**src/rtl/io_seq_pkg.sv**
```systemverilog
// Shared types and defaults for the IN/OUT instruction sequencer.
package io_seq_pkg;

  typedef enum logic [1:0] {
    IDLE       = 2'd0,
    ARM        = 2'd1,
    WAIT_PRESS = 2'd2,
    DONE       = 2'd3
  } seq_state_t;

  localparam int DEF_HOLD_CYCLES = 4;
  localparam int DEF_DATA_W      = 32;
  localparam int SW_W            = 10;

endpackage

```
**src/rtl/sync_2ff.sv**
```systemverilog
// Two-flop synchronizer for asynchronous board inputs; two cycles of latency.
module sync_2ff #(
  parameter int W = 1
) (
  input  logic         i_clk,
  input  logic         i_rst_n,
  input  logic [W-1:0] i_d,
  output logic [W-1:0] o_q
);

  logic [W-1:0] r_meta;
  logic [W-1:0] r_sync;

  always_ff @(posedge i_clk or negedge i_rst_n) begin
    if (!i_rst_n) begin
      r_meta <= '0;
      r_sync <= '0;
    end else begin
      r_meta <= i_d;
      r_sync <= r_meta;
    end
  end

  assign o_q = r_sync;

endmodule

```
**src/rtl/io_sequencer.sv**
```systemverilog
// Stalls the CPU on an IN instruction until the button is released, then held for
// HOLD_CYCLES; captures the synchronized switches. OUT latches dado1 when not stalled.
module io_sequencer
  import io_seq_pkg::*;
#(
  parameter int HOLD_CYCLES = DEF_HOLD_CYCLES,
  parameter int DATA_W      = DEF_DATA_W
) (
  input  logic              clk,
  input  logic              reset,
  input  logic              input_request,
  input  logic              OutOP,
  input  logic              confirm,
  input  logic [SW_W-1:0]   switches,
  input  logic [DATA_W-1:0] dado1,
  output logic              stall,
  output logic              in_valid,
  output logic [DATA_W-1:0] in_data,
  output logic [DATA_W-1:0] out_value,
  output logic              out_valid,
  output logic              busy
);

  localparam int                CNT_W     = $clog2(HOLD_CYCLES) + 1;
  localparam logic [CNT_W-1:0]  HOLD_LAST = CNT_W'(HOLD_CYCLES - 1);
  localparam logic [CNT_W-1:0]  CNT_MAX   = {CNT_W{1'b1}};

  seq_state_t        r_state;
  logic [CNT_W-1:0]  r_cnt;
  logic              r_in_valid;
  logic [DATA_W-1:0] r_in_data;
  logic [DATA_W-1:0] r_out_value;
  logic              r_out_valid;
  logic [SW_W-1:0]   w_sw_sync;
  logic              w_stall;

  sync_2ff #(.W(SW_W)) u_sw_sync (
    .i_clk   (clk),
    .i_rst_n (reset),
    .i_d     (switches),
    .o_q     (w_sw_sync)
  );

  // Combinational so the PC holds in the very cycle the IN instruction shows up.
  assign w_stall = input_request && (r_state != DONE);

  always_ff @(posedge clk or negedge reset) begin
    if (!reset) begin
      r_state    <= IDLE;
      r_cnt      <= '0;
      r_in_valid <= 1'b0;
      r_in_data  <= '0;
    end else begin
      r_in_valid <= 1'b0;
      case (r_state)
        IDLE: begin
          if (input_request) r_state <= ARM;
        end
        ARM: begin
          // A press left over from before the instruction must be released first.
          if (!input_request) begin
            r_state <= IDLE;
          end else if (!confirm) begin
            r_state <= WAIT_PRESS;
            r_cnt   <= '0;
          end
        end
        WAIT_PRESS: begin
          if (!input_request) begin
            r_state <= IDLE;
            r_cnt   <= '0;
          end else if (!confirm) begin
            r_cnt <= '0;
          end else if (r_cnt == HOLD_LAST) begin
            r_state    <= DONE;
            r_cnt      <= '0;
            r_in_valid <= 1'b1;
            r_in_data  <= DATA_W'(w_sw_sync);
          end else if (r_cnt != CNT_MAX) begin
            r_cnt <= r_cnt + 1'b1;
          end
        end
        DONE: begin
          r_state <= IDLE;
        end
        default: begin
          r_state <= IDLE;
        end
      endcase
    end
  end

  always_ff @(posedge clk or negedge reset) begin
    if (!reset) begin
      r_out_value <= '0;
      r_out_valid <= 1'b0;
    end else if (OutOP && !w_stall) begin
      r_out_value <= dado1;
      r_out_valid <= 1'b1;
    end
  end

  assign stall     = w_stall;
  assign in_valid  = r_in_valid;
  assign in_data   = r_in_data;
  assign out_value = r_out_value;
  assign out_valid = r_out_valid;
  assign busy      = (r_state != IDLE);

endmodule

```
**config.mk**
```make
export PLATFORM = sky130hd
export DESIGN_NAME = io_sequencer
export DESIGN_NICKNAME = d
export VERILOG_FILES = /design/src/rtl/io_seq_pkg.sv /design/src/rtl/sync_2ff.sv /design/src/rtl/io_sequencer.sv
export SDC_FILE = /design/constraint.sdc
export NUM_CORES = 1
export LEC_CHECK = 0
export ABC_CLOCK_PERIOD_IN_PS = 1750
export CAP_MARGIN = 20
export CORE_MARGIN = 3
export CORE_UTILIZATION = 40
export DETAILED_ROUTE_END_ITERATION = 10
export MAX_ROUTING_LAYER = met4
export PLACE_DENSITY = 0.76
export SYNTH_ARGS = -nofsm -noshare
export SYNTH_HDL_FRONTEND = slang
export SYNTH_SLANG_ARGS = --single-unit
```
**constraint.sdc**
```tcl
create_clock -name clk -period 1.75 [get_ports clk]
set_input_delay 0.175 -clock clk [delete_from_list [all_inputs] [get_ports clk]]
set_output_delay 0.175 -clock clk [all_outputs]
set_load 0.01 [all_outputs]
```
==> results of run 1 <==
[per-stage QoR]
stage | setup WS, ns | area, um^2 | utilization, %
after detailed placement | -0.001374 | 3720 | 57.27
final | 0.1368 | 3950 | 60.82
after CTS | 0.01786 | 3930 | 60.51
after global placement | 0.05997 | 3720 | 57.27
after global routing | 0.04224 | 3950 | 60.82
after floorplan | 0.2317 | 2818 | -
[synth_stat cells]
| cell type | count | area (um^2) |
|---|---|---|
| nor3b_1 | 3 | 22.52 |
| nor2b_1 | 2 | 12.51 |
| mux2_2 | 1 | 11.26 |
| mux2_1 | 14 | 157.7 |
| o21ai_0 | 2 | 10.01 |
| and4bb_1 | 1 | 12.51 |
| nand3_1 | 1 | 5.000 |
| nor4b_1 | 1 | 8.760 |
| nand2b_1 | 2 | 12.51 |
| a211oi_2 | 1 | 12.51 |
| o21a_1 | 1 | 7.510 |
| dfrtp_1 | 69 | 1727 |
| conb_1 | 1 | 3.750 |
| or2_2 | 1 | 6.260 |
| mux2_4 | 29 | 435.4 |
| buf_4 | 23 | 172.7 |
| a21boi_2 | 1 | 11.26 |
| nor4_1 | 1 | 6.260 |
| buf_6 | 4 | 45.04 |
| ha_1 | 1 | 12.51 |
| nand2b_4 | 1 | 13.76 |
| a21boi_0 | 1 | 7.510 |
| nor3b_2 | 1 | 12.51 |
| nand2_1 | 1 | 3.750 |
| inv_1 | 1 | 3.750 |
| nor3_1 | 1 | 5.000 |
[kinds of logic after synthesis]
group | after synthesis | synth area share (%)
AOI/OAI and AO/OA | 6 | 1.782
adders and majority gates | 1 | 0.4568
buffers and inverters | 28 | 8.086
DFF | 69 | 63.04
muxes | 44 | 22.06
other | 1 | 0.1369
and+or+nand+nor | 16 | 4.431
[cell type report]
cell class,instances,share of cell area [%]
clock buffers,11,3.833
clock inverters,4,1.204
inverters,1,0.09503
multi-input cells,89,22.36
flip-flops and latches,69,43.78
well taps,77,2.439
repair buffers,102,26.29
[what timing repair did]
action / 4_1_cts / 5_1_grt
endpoints found under the hold margin: 34 / 0
hold buffers: 1 / 0
setup endpoints to repair: 1 / 11
resized for setup: 3 / 5
cloned: 0 / 0
pin swaps: 0 / 0
[power groups by stage]
stage	clock, uW	combinational, uW	sequential [uW]
2_1_floorplan	0	287	1890
3_3_place_gp	0	724	1850
3_5_place_dp	0	740	1850
4_1_cts	1320	740	1820
5_1_grt	1400	780	1840
6_report	1280	730	1820
[worst max-delay path by stage]
stage               endpoint  slack [ns]  depth (start not counted)
2_1_floorplan     in_data[0]        0.23                          5
3_3_place_gp      in_data[9]        0.06                          5
3_5_place_dp   out_value[16]      -0.001                          5
4_1_cts           in_data[3]        0.02                          5
5_1_grt           in_data[6]        0.04                          5
6_report          in_data[3]        0.14                          5
[registers in the layout (all words and copies together), names as in the netlist]
signal and count:
in_data 10, u_sw_sync.o_q 10, out_valid 1, u_sw_sync.r_meta 10, r_cnt 3, in_valid 1
out_value 32, r_state 2
[worst max-delay path: cells and delay by family, from the launching register on]
| family | cells | cell delay [ns] |
|---|---|---|
| buffers and inverters | 1 | 0.18 |
| DFF | 1 | 0.38 |
| muxes | 1 | 0.34 |
| and+or+nand+nor | 2 | 0.38 |
| adders and majority gates | 1 | 0.21 |
[layer usage]
layer	up-vias	share of wire (%)	track usage (%)
met5	-	0	-
met1	774	44	17.55
met3	8	7.0	4.562
li1	727	-	-
met4	0	1.1	6.181
met2	63	48	20.65
==> results.yml, run 1 <==
yosys:
  synth_seq_cells: 69
  synthCells: 165
  yosysSeqAreaShare_pct: 63.04
  synth_area_per_cell_um2: 16.60
  yosys.cell_types.count: 26
  syn_area_um2: 2739
  synth_warnings: 0
setup_path:
  crit_type: "flop to flop"
  startpoint: "r_cnt[0]"
  slowest_delay_ns: 0.38
  crit_path_end_kind: "flop"
  required_ns: 1.95
  reg2reg_from: "r_cnt[0]"
  arrival_ns: 1.82
  reg2reg_setup_slack_ns: 0.14
  crit_slowest_cell: "dfrtp_1"
  crit_fanout: 11
  ff2ff_path_depth: 5
  r2r-end: "in_data[3]"
  path_cells: "ha_1 -> nor2b_4 -> nor3b_4 -> buf_6 -> mux2_1"
  start_kind: "flop"
timing:
  holdWs_ns: 0.2833
  fin_crit_ns: 1.613
  slew_viol_final: 0
  finalHoldViolCount: 0
  skew_ns: 0.007497
  fin_crit_sh_pct: 92.18
  rsz0062_at_grt: "no"
  setup_viol: 0
  setup_tns_ns: 0
  fmax_mhz: 619.9
layout:
  drive_gt1_share_pct: 22.83
  syn_to_final_growth_pct: 44.22
  ff_latch_area_um2: 1729
  multiInputGateArea_um2: 883.3
  fin_cells: 353
  nFillCells: 524
  nets: 320
  n_antenna_cell: 0
  layout_commonest_cell: "clkdlybuf4s50_1"
  layout_common_cells: "clkdlybuf4s50_1 (89), dfrtp_1 (67), mux2_4 (29), conb_1 (22), mux2_1 (14)"
power:
  total_power_uw: 3830
  power.density_nw_per_um2: 969.5
  power_frac_seq_pct: 47.6
  pwr-share-clk_pct: 33.4
  intPower_uw: 2944
  p_comb_share_pct: 19.1
  leakagePower_uw: 0.001865
  ir_drop_v: 0.0004444
  switchingPower_uw: 885.5
  swShare_pct: 23.12
detailed_routing:
  via_per_inst: 4.453
  vias: 1572
  remaining_drc_errors: 0
  drt_iter0_markers: 17
  antenna_left: 0
  drtPass1Iterations: 4
  wl_per_cell_um: 14.29
  drt-total-wl_mm: 5.044
placement:
  routabilityCongestion: 0.7204
  dp_hpwl_mm: 3.778
  io_buffers: 92
  place_inst: 337
hold_path:
  hp-start: "switches[0]"
  hold_path_class: "input port to flop"
  hold_path_depth: 1
  holdPathEnd: "u_sw_sync.r_meta[0]"
cts:
  clk_pin_slew_ns: 0.07
  cts_buffers: 9
  cts_sinks: 69
  clkLatencyLatePin_ns: 0.32
  root_buffer: "clkbuf_8"
  cts_tree: "done"
  cts_setup_buffers: 0
  cts_htree_levels: 3
  clockBufferDepth: 2
floorplanning:
  die_area_um2: 7876
  die_h_um: 88.75
  die_x_um: 88.75
  num_rows: 29
  core_um2: 6495
  pin_count: 115
  start_util_pct: 42.17
global_routing:
  grt_pass1_wl_mm: 8.045
  antenna_found_initial: 0
  grt_pass1_vias: 1652
  track_usage_pct: 14.00
  grt-ovfl-total: 0
  grt_start_max_net_pins: 36
job:
  drv_cap: 0
run_status:
  status: "complete, no violations"
No activity file was read; power rests on OpenSTA's default activity.
==> inputs of run 2 (changes only) <==
--- a/config.mk
+++ b/config.mk
@@ -6,12 +6,12 @@
 export NUM_CORES = 1
 export LEC_CHECK = 0
 export ABC_CLOCK_PERIOD_IN_PS = 1750
-export CAP_MARGIN = 20
+export CAP_MARGIN = 25
 export CORE_MARGIN = 3
-export CORE_UTILIZATION = 40
+export CORE_UTILIZATION = 42
 export DETAILED_ROUTE_END_ITERATION = 10
 export MAX_ROUTING_LAYER = met4
-export PLACE_DENSITY = 0.76
+export PLACE_DENSITY = 0.79
 export SYNTH_ARGS = -nofsm -noshare
 export SYNTH_HDL_FRONTEND = slang
 export SYNTH_SLANG_ARGS = --single-unit
==> run 2 against run 1 <==
Against the previous run:
- core utilization is 3.8 points higher
- combinational power hardly changed
- sequential share of layout area decreased by 0.18 points
- hold slack worse by 0.011 ns
- wire length down 3.8%
- flip-flop and latch count is the same
- largest cell class unchanged
- highest routed layer unchanged
==> results.yml, run 2 (synthesis results as in run 1) <==
timing:
  slew_viol_final: 0
  holdWs_ns: 0.2726
  finalHoldViolCount: 0
  rsz0062_at_grt: "no"
  fin_crit_ns: 1.608
  fin_crit_sh_pct: 91.88
  skew_ns: 0.01081
  setup_viol: 0
  setup_tns_ns: 0
  fmax_mhz: 622.0
global_routing:
  grt-ovfl-total: 0
  grt_pass1_vias: 1630
  grt_start_max_net_pins: 35
  antenna_found_initial: 0
  track_usage_pct: 13.98
  grt_pass1_wl_mm: 7.645
cts:
  clkLatencyLatePin_ns: 0.33
  cts_sinks: 69
  cts_setup_buffers: 0
  root_buffer: "clkbuf_8"
  clockBufferDepth: 2
  cts_tree: "done"
  cts_buffers: 9
  clk_pin_slew_ns: 0.08
  cts_htree_levels: 3
power:
  power.density_nw_per_um2: 1002
  ir_drop_v: 0.0005815
  intPower_uw: 3060
  power_frac_seq_pct: 45.8
  p_comb_share_pct: 18.4
  leakagePower_uw: 0.001868
  pwr-share-clk_pct: 35.9
  swShare_pct: 22.98
  switchingPower_uw: 913.0
setup_path:
  ff2ff_path_depth: 5
  crit_fanout: 11
  crit_type: "flop to flop"
  required_ns: 1.95
  arrival_ns: 1.81
  reg2reg_setup_slack_ns: 0.14
  reg2reg_from: "r_cnt[0]"
  r2r-end: "in_data[6]"
  crit_path_end_kind: "flop"
  path_cells: "ha_1 -> nor2b_2 -> nor3b_2 -> buf_4 -> mux2_1"
  start_kind: "flop"
  cp_num_buf_inv: 1
  cp_top_family: "flip-flops"
  crit_slowest_cell: "dfrtp_1"
  slowest_delay_ns: 0.37
layout:
  nFillCells: 462
  syn_to_final_growth_pct: 44.72
  largest_reg_flops: 32
  fin_cells: 353
  multiInputGateArea_um2: 872.1
  ff_latch_area_um2: 1728
  layout_common_cells: "clkdlybuf4s50_1 (89), dfrtp_1 (68), mux2_4 (29), conb_1 (22), mux2_1 (14)"
  n_antenna_cell: 0
  layout_commonest_cell: "clkdlybuf4s50_1"
  drive_gt1_share_pct: 23.02
  nets: 321
detailed_routing:
  drt_iter0_markers: 16
  drtPass1Iterations: 4
  wl_per_cell_um: 13.74
  antenna_left: 0
  vias: 1569
  via_per_inst: 4.445
  drt-total-wl_mm: 4.850
  remaining_drc_errors: 0
hold_path:
  hp-start: "switches[0]"
  holdPathEnd: "u_sw_sync.r_meta[0]"
  hold_path_class: "input port to flop"
  hold_path_depth: 1
placement:
  dp_hpwl_mm: 3.689
  routabilityCongestion: 0.7116
  io_buffers: 92
  place_inst: 336
floorplanning:
  die_area_um2: 7526
  start_util_pct: 44.67
  die_h_um: 86.76
  die_x_um: 86.76
  pin_count: 115
  num_rows: 28
  core_um2: 6131
run_status:
  status: "complete, no violations"
job:
  drv_cap: 0
==> run 2: changes by cell type in the layout (fill, tap and decap cells not counted), sizes merged <==
cell	previous run	this run
bufinv	1	2
clkinv	2	3
buf	10	11
clkbuf	11	10
==> run 2: worst max path at each step <==
stage	to	from	cells past startpoint
2_1_floorplan	in_data[0]	r_cnt[0]	5
3_3_place_gp	r_cnt[1]	input_request	5
3_5_place_dp	r_cnt[1]	input_request	5
4_1_cts	stall	r_state[0]	2
5_1_grt	in_data[3]	r_cnt[0]	5
6_report	in_data[6]	r_cnt[0]	5
==> run 2: worst reg2reg max path, stage by stage, from the launching register on <==
cell and delay [ns]:
dfrtp_1 0.37, ha_1 0.20, nor2b_2 0.19, nor3b_2 0.17, buf_4 0.22, mux2_1 0.35
==> run 2: layout make-up <==
| class | count | area share (%) |
|---|---|---|
| Timing Repair Buffer | 103 | 26.29 |
| Inverter | 1 | 0.09470 |
| Multi-Input combinational cell | 89 | 22.00 |
| Tap cell | 75 | 2.367 |
| Clock buffer | 10 | 3.472 |
| Sequential cell | 69 | 43.59 |
| Clock inverter | 6 | 2.178 |
==> run 2: metrics by stage <==
stage	util [%]	setup slack [ns]	power [uW]	cell area (um^2)
after global routing	64.65	0.004059	4161	3964
final	64.65	0.1422	3973	3964
after floorplan	-	0.2317	2182	2818
after detailed placement	60.76	-0.006066	2587	3725
after CTS	64.57	0.01933	4027	3959
after global placement	60.76	0.01842	2577	3725
==> run 2: power by group through the flow <==
stage | Sequential (uW) | Combinational [uW] | Clock, uW
final | 1820 | 729 | 1420
after global routing | 1840 | 775 | 1550
after CTS | 1820 | 741 | 1460
after detailed placement | 1850 | 742 | 0
after global placement | 1850 | 729 | 0
after floorplan | 1890 | 287 | 0
==> run 2: metal layers <==
metal	vias to the layer above	track usage, %	routed length, um
met5	-	-	0
met4	0	5.099	34
met2	75	19.82	2275
li1	733	-	-
met1	757	18.06	2153
met3	4	5.703	387
==> run 2: timing repair <==
| action | 4_1_cts | 5_1_grt |
|---|---|---|
| hold buffers | 1 | 0 |
| resized for setup | 2 | 2 |
| endpoints found under the setup margin | 1 | 11 |
| hold endpoints to repair | 31 | 0 |
